==> src/rtl/pipe_register.sv <==
// Multi-stage elastic pipeline register with per-stage valids, collapsing bubbles,
// global clock enable and synchronous flush. Define PIPE_REGISTER_COUNT_EN to build the occupancy counter.
module pipe_register #(
    parameter int                    WORD_WIDTH  = 32,
    parameter int                    DEPTH       = 2,
    parameter logic [WORD_WIDTH-1:0] RESET_VALUE = '0
) (
    input  logic                         clk,
    input  logic                         reset_n,
    input  logic                         clk_en,
    input  logic                         flush,
    input  logic                         i_valid,
    output logic                         o_ready,
    input  logic [WORD_WIDTH-1:0]        i_data,
    output logic                         o_valid,
    input  logic                         i_ready,
    output logic [WORD_WIDTH-1:0]        o_data,
    output logic [$clog2(DEPTH+1)-1:0]   o_count
);

    generate
        if (DEPTH < 1) begin : g_bad_depth
            $error("pipe_register: DEPTH must be at least 1");
        end
    endgenerate

    // Handshake: a word moves across a port on a rising edge exactly when valid and ready
    // are both high in the cycle before it; valid never waits on ready, and ready may
    // depend combinationally on the downstream ready of the same cycle.
    logic [DEPTH-1:0]      valid_q;
    logic [DEPTH-1:0]      adv;
    logic [DEPTH-1:0]      free;
    logic [WORD_WIDTH-1:0] data_q [DEPTH];

    // Ready ripples from the output back to stage 0: a stage is free when empty or draining.
    always_comb begin
        logic downstream_free;
        downstream_free = i_ready;
        adv  = '0;
        free = '0;
        for (int k = DEPTH - 1; k >= 0; k--) begin
            adv[k]          = valid_q[k] & downstream_free;
            free[k]         = ~valid_q[k] | adv[k];
            downstream_free = free[k];
        end
    end

    assign o_ready = clk_en & ~flush & free[0];
    assign o_valid = clk_en & valid_q[DEPTH-1];
    assign o_data  = data_q[DEPTH-1];

    always_ff @(posedge clk or negedge reset_n) begin
        if (!reset_n) begin
            valid_q <= '0;
            for (int k = 0; k < DEPTH; k++) data_q[k] <= RESET_VALUE;
        end else if (flush) begin
            valid_q <= '0;
            for (int k = 0; k < DEPTH; k++) data_q[k] <= RESET_VALUE;
        end else if (clk_en) begin
            if (free[0]) begin
                valid_q[0] <= i_valid & o_ready;
                data_q[0]  <= i_data;
            end
            for (int k = 1; k < DEPTH; k++) begin
                if (free[k]) begin
                    valid_q[k] <= adv[k-1];
                    data_q[k]  <= data_q[k-1];
                end
            end
        end
    end

`ifdef PIPE_REGISTER_COUNT_EN
    localparam int CW = $clog2(DEPTH + 1);

    logic [CW-1:0] count_q;
    logic          in_xfer;
    logic          out_xfer;

    assign in_xfer  = i_valid & o_ready;
    assign out_xfer = o_valid & i_ready;

    // Tracks accepts minus deliveries; bounded by the stage count so it cannot wrap.
    always_ff @(posedge clk or negedge reset_n) begin
        if (!reset_n) begin
            count_q <= '0;
        end else if (flush) begin
            count_q <= '0;
        end else if (clk_en) begin
            if (in_xfer & ~out_xfer) begin
                count_q <= count_q + 1'b1;
            end else if (out_xfer & ~in_xfer) begin
                count_q <= count_q - 1'b1;
            end
        end
    end

    assign o_count = count_q;
`else
    assign o_count = '0;
`endif

endmodule

==> config.mk <==
export PLATFORM = sky130hd
export DESIGN_NAME = pipe_register
export DESIGN_NICKNAME = d
export VERILOG_FILES = /design/src/rtl/pipe_register.sv
export SDC_FILE = /design/constraint.sdc
export NUM_CORES = 1
export LEC_CHECK = 0
export BUFFER_PORTS_ARGS = -buffer_cell sky130_fd_sc_hd__buf_2
export CORE_ASPECT_RATIO = 0.7
export CORE_MARGIN = 4
export CORE_UTILIZATION = 44
export CTS_CLUSTER_DIAMETER = 120
export CTS_CLUSTER_SIZE = 10
export DETAILED_ROUTE_END_ITERATION = 7
export GPL_ROUTABILITY_DRIVEN = 1
export PLACE_DENSITY_LB_ADDON = 0.2
export SKIP_LAST_GASP = 1
export SLEW_MARGIN = 20
export SYNTH_ARGS = -nofsm -noshare
export SYNTH_HDL_FRONTEND = slang
export SYNTH_SLANG_ARGS = --single-unit
==> constraint.sdc <==
create_clock -name clk -period 4 [get_ports clk]
set_clock_uncertainty 0.2 [all_clocks]
set_input_delay 0.2 -clock clk [delete_from_list [all_inputs] [get_ports clk]]
set_output_delay 0.2 -clock clk [all_outputs]
set_load 0.02 [all_outputs]
==> results.py, run 1 <==
metrics = {
    "clock_network": {
        "clock_sinks": 66,
        "clk_pin_slew_worst_paths_ns": 0.06,
        "cts-root-buf": "clkbuf_8",
        "h-tree-depth": 3,
        "numCtsBuffers": 9,
        "cts_setup_buffers": 0,
        "cts_resized": 0,
        "cts_tree": "yes",
        "clkLatencyLatePin_ns": 0.33,
        "cts_buffer_depth": 2,
    },
    "die": {
        "rows": 24,
        "die_w_um": 104.8,
        "start_util_pct": 45.75,
        "die_h_um": 75.75,
        "core_area_um2": 6306,
        "dieArea_um2": 7937,
        "ios": 74,
    },
    "power_and_ir_drop": {
        "p_per_area_nw_per_um2": 449.2,
        "power.total_mw": 1.614,
        "ir_worst_vdd_mv": 0.1965,
        "p_leak_nw": 1.749,
    },
    "cells_and_area": {
        "layout-drive-gt1-share_pct": 27.03,
        "fill_cells": 555,
        "postLayoutCellArea_um2": 3593,
        "diodes": 0,
        "finalNonFillerCells": 411,
        "area_delta_synth_final_pct": 24.54,
        "nets": 366,
    },
    "global_routing": {
        "grt_overflow": 0,
        "grt_pass1_vias": 2197,
        "grt_use_met1_pct": 26.24,
        "grtUsageMet2_pct": 27.65,
        "track_usage_pct": 18.53,
        "gr-usage-met3_pct": 5.843,
        "grt_max_degree": 48,
        "grt_pass1_wl_um": 11310,
        "top_usage_layer": "met2",
        "antenna_found_initial": 0,
    },
    "timing": {
        "timing.final.ws_setup_ns": 1.674,
        "worstMarginPinSlew_ns": 0.9645,
        "setup_tns_ns": 0,
        "finalSetupViolations": 0,
        "maxSlewViolCount": 0,
        "max_freq_mhz": 429.9,
        "grt_setup_unrepaired": "false",
        "relSlewSlack_pct": 35.70,
        "hold_viol": 0,
        "fin_crit_sh_pct": 58.15,
        "fin_crit_ns": 2.326,
    },
    "worst_setup_path": {
        "cp_cell_sequence": "nand3b_1, and3_1, buf_2",
        "critPathLaunch": "valid_q[1]$_DFFE_PN0P_",
        "cp.arrival_ns": 1.93,
        "crit_type": "reg2out",
        "cp.required_ns": 3.60,
        "slowest_delay_ns": 0.71,
        "r2r-start": "valid_q[1]$_DFFE_PN0P_",
        "startpoint_type": "register",
        "slowest_stage": "and3_1",
        "cp_max_fo": 21,
        "cp-end-kind": "output port",
    },
    "placement": {
        "pre_cts_ws_ns": 1.661,
        "gp_congestion": 0.7190,
        "placed_cells": 361,
        "dpl.hpwl_um": 4188,
        "placed_area_um2": 2984,
        "numPortBuffers": 71,
    },
    "route": {
        "wl_per_cell_um": 17.03,
        "drt_iter0_markers": 178,
        "dr.pass1.iters": 4,
        "via_count": 2217,
        "post-route-drc-count": 0,
        "viasPerCell": 5.394,
        "wl_um": 6999,
        "antenna_left": 0,
    },
    "min_path": {
        "holdCritPathClass": "in2reg",
        "min_from": "i_ready",
    },
    "outcome": {
        "outcome": "finished, final reports clean",
    },
    "synth": {
        "netlist_area_um2": 2885,
        "ys_ff_latch": 66,
        "ys_types": 23,
        "syn_inst": 267,
        "synth-seq-area-share_pct": 57.24,
        "synth_area_leaders": "dfrtp_1 57%, a22o_1 9.7%, buf_4 8.8%",
        "synth_top_area_cell": "dfrtp_1",
        "ys_warn_count": 0,
        "syn_area_per_cell_um2": 10.81,
        "synth_top_area_share_pct": 57.24,
    },
    "run": {
        "max-cap-violations": 0,
    },
}
synthesized netlist by cell type, drive strengths merged:
cell / instances
dfrtp: 66
buf: 47
a21oi: 33
a22o: 32
nand3: 32
o21ai: 32
clkbuf: 12
inv: 2
a21boi: 1
a31oi: 1
a32o: 1
and2: 1
and2b: 1
and3: 1
conb: 1
nand2: 1
nand2b: 1
nand3b: 1
nor2: 1
per-stage QoR:
step | hold slack, ns | utilization (%)
floorplan | -0.2956 | -
global placement | 0.2296 | 47.32
global route | 0.1102 | 56.98
finish | 0.06904 | 56.98
detailed placement | 0.2343 | 47.32
CTS | 0.05118 | 56.94
final cells by class:
type,instances,area [um^2],area share [%]
clock buffers,11,141.4,3.935
clock inverters,5,125.1,3.482
inverters,2,7.507,0.2089
multi-input cells,141,849.6,23.64
flip-flops and latches,66,1652,45.96
well taps,78,97.59,2.716
repair buffers,108,720.7,20.06
registers in the layout, summed over array words and instances, names as in the netlist:
register / count
valid_q: 2
o_data: 32
data_q: 32
critical path, delay by kind of cell, from the launching register on:
kind | cells | cell delay (ns)
flip-flops | 1 | 0.41
AND/OR/NAND/NOR | 2 | 0.88
buffers and inverters | 1 | 0.30
per-layer routing:
| layer | vias to the layer above | share of wire, % |
|---|---|---|
| met4 | 0 | 0.39 |
| met5 | - | 0 |
| li1 | 1038 | - |
| met3 | 4 | 6.3 |
| met1 | 1097 | 49 |
| met2 | 78 | 44 |
cell families (layout without fill, tap and decap cells):
kind of cell	after synthesis	in the layout	share of synthesized area (%)
and+or+nand+nor	39	39	6.982
AOI/OAI and AO/OA	100	100	21.94
buffers and inverters	61	126	13.70
other	1	2	0.1300
DFF	66	66	57.24
power breakdown:
part	switching, mW	total, mW	internal (mW)	leakage [nW]
logic	0.0892	0.158	0.0683	0.723
clock network	0.250	0.744	0.494	0.134
registers	0.0161	0.713	0.696	0.893
total	0.356	1.61	1.26	1.75
cells in the final DEF (no fill, tap or decap):
cell type,Yosys,final
nand3b_1,1,1
buf_4,34,4
clkbuf_1,12,1
buf_2,7,70
a22o_1,32,32
a21oi_4,0,1
a31oi_1,1,1
o21ai_0,32,32
clkbuf_8,0,10
conb_1,1,2
nor2_1,1,1
nand2b_1,1,1
and2_1,1,1
a32o_1,1,1
nand3_1,32,32
a21boi_0,1,1
nand2_1,1,1
and3_1,1,1
a21oi_1,32,32
and2b_1,1,1
bufinv_16,0,4
dfrtp_1,66,66
inv_1,2,2
dlygate4sd3_1,0,34
clkinv_2,0,1
what timing repair did:
item	in CTS	in global routing
setup endpoints to repair	0	0
hold endpoints to repair	79	0
hold buffers	34	0
final timing paths:
check	end	slack [ns]	cells after the start
hold reg to reg	data_q[55]$_DFFE_PN0P_	0.30	1
setup / recovery	o_ready	1.67	3
max in group asynchronous	data_q[59]$_DFFE_PN0P_	2.69	3
hold / removal	valid_q[1]$_DFFE_PN0P_	0.07	4
setup reg to reg	data_q[63]$_DFFE_PN0P_	1.93	4
min in group asynchronous	o_data[29]$_DFFE_PN0P_	0.22	2
No activity file was read; power rests on OpenSTA's default activity.
==> run 2: changes to the inputs <==
clock period = 1.9 ns   (was 4 ns; I/O delays follow)
==> run 2 against run 1 <==
Net effect:
- die area unchanged
- final cell count grew 3.4%
- sequential power increased by 110%
- hold slack improved by 0.028 ns
- largest cell class unchanged
- highest routed layer unchanged
- clock power rose by 96%
- sequential cell count stayed put
- critical path type is now reg2reg
- combinational power rose by 130%
- total power grew 110%
==> results.py, run 2 (synthesis gave the netlist of run 1 again) <==
metrics = {
    "placement": {
        "numPortBuffers": 71,
        "gp_congestion": 0.7105,
        "dpl.hpwl_um": 4444,
        "pre_cts_ws_ns": 0.3375,
    },
    "power_and_ir_drop": {
        "p_leak_nw": 1.823,
        "ir_worst_vdd_mv": 0.3624,
        "p_per_area_nw_per_um2": 891.7,
        "clkPwrFrac_pct": 43.9,
        "seqPwrFrac_pct": 45.2,
        "p_comb_share_pct": 10.8,
        "swShare_pct": 22.50,
        "p_sw_uw": 746.7,
        "power.internal_mw": 2.572,
    },
    "clock_network": {
        "clkLatencyLatePin_ns": 0.34,
        "clk_pin_slew_worst_paths_ns": 0.07,
        "h-tree-depth": 3,
        "cts-root-buf": "clkbuf_8",
        "cts_setup_buffers": 0,
        "clock_sinks": 66,
        "cts_tree": "yes",
        "cts_buffer_depth": 2,
        "numCtsBuffers": 9,
    },
    "die": {
        "dieArea_um2": 7937,
        "core_area_um2": 6306,
        "ios": 74,
        "die_h_um": 75.75,
        "rows": 24,
        "die_w_um": 104.8,
        "start_util_pct": 45.75,
    },
    "timing": {
        "finalSetupViolations": 0,
        "fin_crit_sh_pct": 95.91,
        "setup_tns_ns": 0,
        "grt_setup_unrepaired": "false",
        "max_freq_mhz": 548.8,
        "maxSlewViolCount": 0,
        "timing.final.ws_setup_ns": 0.07769,
        "hold_viol": 0,
        "fin_crit_ns": 1.822,
    },
    "route": {
        "wl_per_cell_um": 16.83,
        "drt_iter0_markers": 119,
        "post-route-drc-count": 0,
        "dr.pass1.iters": 5,
        "wl_um": 7153,
        "antenna_left": 0,
        "met2RoutedLength_um": 3289,
        "wl_met1_um": 3271,
        "via_count": 2265,
        "wl_met3_um": 485,
        "viasPerCell": 5.329,
        "top_layer_used": "met4",
    },
    "min_path": {
        "holdCritPathClass": "in2async",
    },
    "worst_setup_path": {
        "startpoint_type": "register",
        "reg2reg_to": "valid_q[1]$_DFFE_PN0P_",
        "cp_max_fo": 22,
        "r2r_slack_ns": 0.08,
        "r2r_cells": 5,
        "cp.required_ns": 1.98,
        "crit_type": "reg2reg",
        "cp-end-kind": "register",
        "r2r-start": "valid_q[1]$_DFFE_PN0P_",
        "cp.arrival_ns": 1.90,
    },
    "global_routing": {
        "grt_overflow": 0,
        "grt_max_degree": 67,
        "track_usage_pct": 19.20,
        "grt_pass1_vias": 2281,
        "antenna_found_initial": 0,
        "grt_pass1_wl_um": 11660,
    },
    "cells_and_area": {
        "area_delta_synth_final_pct": 29.01,
        "nets": 380,
        "final_common_cell": "buf_2",
        "most-common-layout-cells": "70 x buf_2, 66 x dfrtp_1, 38 x dlygate4sd3_1",
        "layout-drive-gt1-share_pct": 29.11,
        "fill_cells": 558,
        "diodes": 0,
    },
    "run": {
        "max-cap-violations": 0,
    },
    "outcome": {
        "outcome": "finished, final reports clean",
    },
}
[run 2: routing by layer]
metal  track usage, %  up-vias
li1                 -     1071
met1            25.83     1104
met2            30.21       79
met3            5.588       11
met4            6.987        0
met5                0        -
[run 2: critical path, stage by stage (launching register included)]
cell	delay, ns
dfrtp_1	0.40
nand2b_1	0.11
buf_4	0.28
a31oi_1	0.12
nor2_1	0.09
dlygate4sd3_1	0.56
[run 2: final cells by class]
class                           count  area (um^2)  area share (%)
Sequential cell                    66         1652           44.37
Inverter                            2        7.507          0.2017
Timing Repair Buffer              122        864.6           23.23
Tap cell                           78        97.59           2.622
Clock inverter                      5        100.1           2.689
Clock buffer                       11        151.4           4.067
Multi-Input combinational cell    141        849.6           22.82
[run 2: worst max-delay path by stage]
stage | from | endpoint | slack, ns
floorplan | valid_q[1]$_DFFE_PN0P_ | data_q[37]$_DFFE_PN0P_ | 0.44
global route | valid_q[1]$_DFFE_PN0P_ | valid_q[1]$_DFFE_PN0P_ | 0.01
finish | valid_q[1]$_DFFE_PN0P_ | valid_q[1]$_DFFE_PN0P_ | 0.08
detailed placement | valid_q[1]$_DFFE_PN0P_ | o_data[2]$_DFFE_PN0P_ | 0.34
CTS | valid_q[1]$_DFFE_PN0P_ | o_ready | 0.04
global placement | valid_q[1]$_DFFE_PN0P_ | data_q[32]$_DFFE_PN0P_ | 0.39
[run 2: power groups by stage]
stage / Clock, mW / Combinational, mW / Sequential [mW]
floorplan: 0 / 0.201 / 1.52
global placement: 0 / 0.296 / 1.53
detailed placement: 0 / 0.300 / 1.53
CTS: 1.49 / 0.361 / 1.50
global route: 1.56 / 0.396 / 1.51
finish: 1.46 / 0.359 / 1.50
[run 2: through the flow]
step / hold slack, ns / total power [mW] / cells / utilization [%] / cell area, um^2
floorplan: -0.4006 / 1.717 / 268 / - / 2889
global placement: -0.05943 / 1.823 / 371 / 48.91 / 3084
detailed placement: -0.06150 / 1.827 / 371 / 48.91 / 3084
CTS: 0.08485 / 3.356 / 425 / 58.93 / 3716
global route: 0.09996 / 3.460 / 425 / 59.03 / 3722
finish: 0.09702 / 3.319 / 425 / 59.03 / 3722
[run 2: repair_timing]
| item | CTS | global route |
|---|---|---|
| setup endpoints to repair | 0 | 1 |
| hold endpoints to repair | 116 | 0 |
| resized for setup | 0 | 2 |
| hold buffers | 38 | 0 |
==> run 3: changes to the inputs <==
BUFFER_PORTS_ARGS = not set   (was -buffer_cell sky130_fd_sc_hd__buf_2)
DONT_BUFFER_PORTS = 1   (was not set)
==> run 3 against run 2 <==
Net effect:
- clock-buffer cell count up 3
- setup slack better by 0.024 ns
- first-iteration DRC count shrank 13%
==> results.py, run 3 (synthesis gave the netlist of run 1 again) <==
metrics = {
    "cells_and_area": {
        "layout-drive-gt1-share_pct": 8.824,
        "final_common_cell": "dfrtp_1",
        "nets": 307,
        "most-common-layout-cells": "66 x dfrtp_1, 37 x dlygate4sd3_1",
        "diodes": 0,
        "area_delta_synth_final_pct": 14.05,
        "fill_cells": 582,
    },
    "clock_network": {
        "postCtsHoldBufs": 40,
        "cts_setup_buffers": 0,
        "cts_resized": 0,
        "numCtsBuffers": 9,
        "clkLatencyLatePin_ns": 0.33,
        "cts_tree": "yes",
        "clk_pin_slew_worst_paths_ns": 0.06,
        "h-tree-depth": 3,
        "cts_buffer_depth": 2,
        "clock_sinks": 66,
        "cts-root-buf": "clkbuf_8",
    },
    "die": {
        "dieArea_um2": 7937,
        "rows": 24,
        "die_w_um": 104.8,
        "ios": 74,
        "core_area_um2": 6306,
        "start_util_pct": 45.75,
        "die_h_um": 75.75,
    },
    "power_and_ir_drop": {
        "p_per_area_nw_per_um2": 845.8,
        "p_leak_nw": 1.443,
        "ir_worst_vdd_mv": 0.4315,
    },
    "worst_setup_path": {
        "crit_type": "in2out",
        "startpoint_type": "primary input",
        "cp-end-kind": "output port",
        "cp.arrival_ns": 1.50,
        "cp_max_fo": 35,
        "cp.required_ns": 1.60,
        "r2r_slack_ns": 0.24,
    },
    "timing": {
        "fin_crit_sh_pct": 94.67,
        "maxSlewViolCount": 0,
        "setup_tns_ns": 0,
        "max_freq_mhz": 555.9,
        "hold_viol": 0,
        "grt_setup_unrepaired": "false",
        "fin_crit_ns": 1.799,
        "finalSetupViolations": 0,
        "timing.final.ws_setup_ns": 0.1012,
    },
    "route": {
        "antenna_left": 0,
        "via_count": 2011,
        "wl_per_cell_um": 19.73,
        "viasPerCell": 5.746,
        "wl_um": 6907,
        "post-route-drc-count": 0,
        "drt_iter0_markers": 104,
        "dr.pass1.iters": 5,
    },
    "global_routing": {
        "antenna_found_initial": 0,
        "track_usage_pct": 18.62,
        "grt_overflow": 0,
        "grt_max_degree": 67,
        "grt_pass1_wl_um": 11300,
        "grt_pass1_vias": 2088,
    },
    "placement": {
        "gp_congestion": 0.7354,
        "dpl.hpwl_um": 4147,
        "numPortBuffers": 0,
        "pre_cts_ws_ns": 0.2560,
    },
    "run": {
        "max-cap-violations": 0,
    },
    "min_path": {
        "holdCritPathClass": "in2reg",
    },
    "outcome": {
        "outcome": "finished, final reports clean",
    },
}
==> run 3: cell types whose count changed in the layout (fill, tap and decap cells not counted), moves of 2 or more <==
cell and delta:
clkinv_2 -2, buf_4 -3, clkbuf_1 +4, buf_12 +2, bufinv_16 -3, buf_2 -70
==> run 3: final cells by class <==
type / instances / area [um^2] / area share (%)
flip-flops and latches: 66 / 1652 / 50.19
multi-input cells: 141 / 850.8 / 25.86
repair buffers: 49 / 530.5 / 16.12
clock buffers: 14 / 152.6 / 4.639
well taps: 78 / 97.59 / 2.966
inverters: 2 / 7.507 / 0.2281
==> run 3: through the flow <==
stage | instances | power (mW) | hold WS (ns) | cell area [um^2] | util, %
2_1_floorplan | 268 | 1.717 | -0.4006 | 2889 | -
3_3_place_gp | 296 | 1.701 | -0.3986 | 2700 | 42.82
3_5_place_dp | 296 | 1.705 | -0.3988 | 2700 | 42.82
4_1_cts | 350 | 2.822 | 0.01484 | 3291 | 52.18
5_1_grt | 350 | 2.924 | 0.04476 | 3291 | 52.18
6_report | 350 | 2.783 | 0.03560 | 3291 | 52.18
==> run 3: worst max-delay path: stages <==
cell and delay [ns]:
dlygate4sd3_1 0.58, buf_12 0.19, inv_1 0.08, and3_2 0.33
buf_4 0.22
==> run 3: report_power, final <==
part           internal, mW  switching, mW
combinational         0.131          0.147
clock                 0.497          0.474
sequential             1.47         0.0668
total                  2.10          0.687
==> run 3: worst paths after layout <==
check                           cells after the start              startpoint                endpoint
max in group asynchronous                           2                 reset_n  data_q[52]$_DFFE_PN0P_
worst max register to register                      4  valid_q[1]$_DFFE_PN0P_  data_q[42]$_DFFE_PN0P_
min in group asynchronous                           2                 reset_n  o_data[30]$_DFFE_PN0P_
worst min-delay path                                3                 i_ready   o_data[6]$_DFFE_PN0P_
worst min register to register                      1  data_q[34]$_DFFE_PN0P_  data_q[34]$_DFFE_PN0P_
worst max-delay path                                5                   flush                 o_ready
==> run 3: layer usage <==
layer  up-vias  global-route usage (%)  share of wire (%)
met5         -                       0                  0
met3         2                   8.891                7.9
li1        925                       -                  -
met2        70                   28.22                 47
met4         0                   4.076               0.36
met1      1014                   24.60                 45
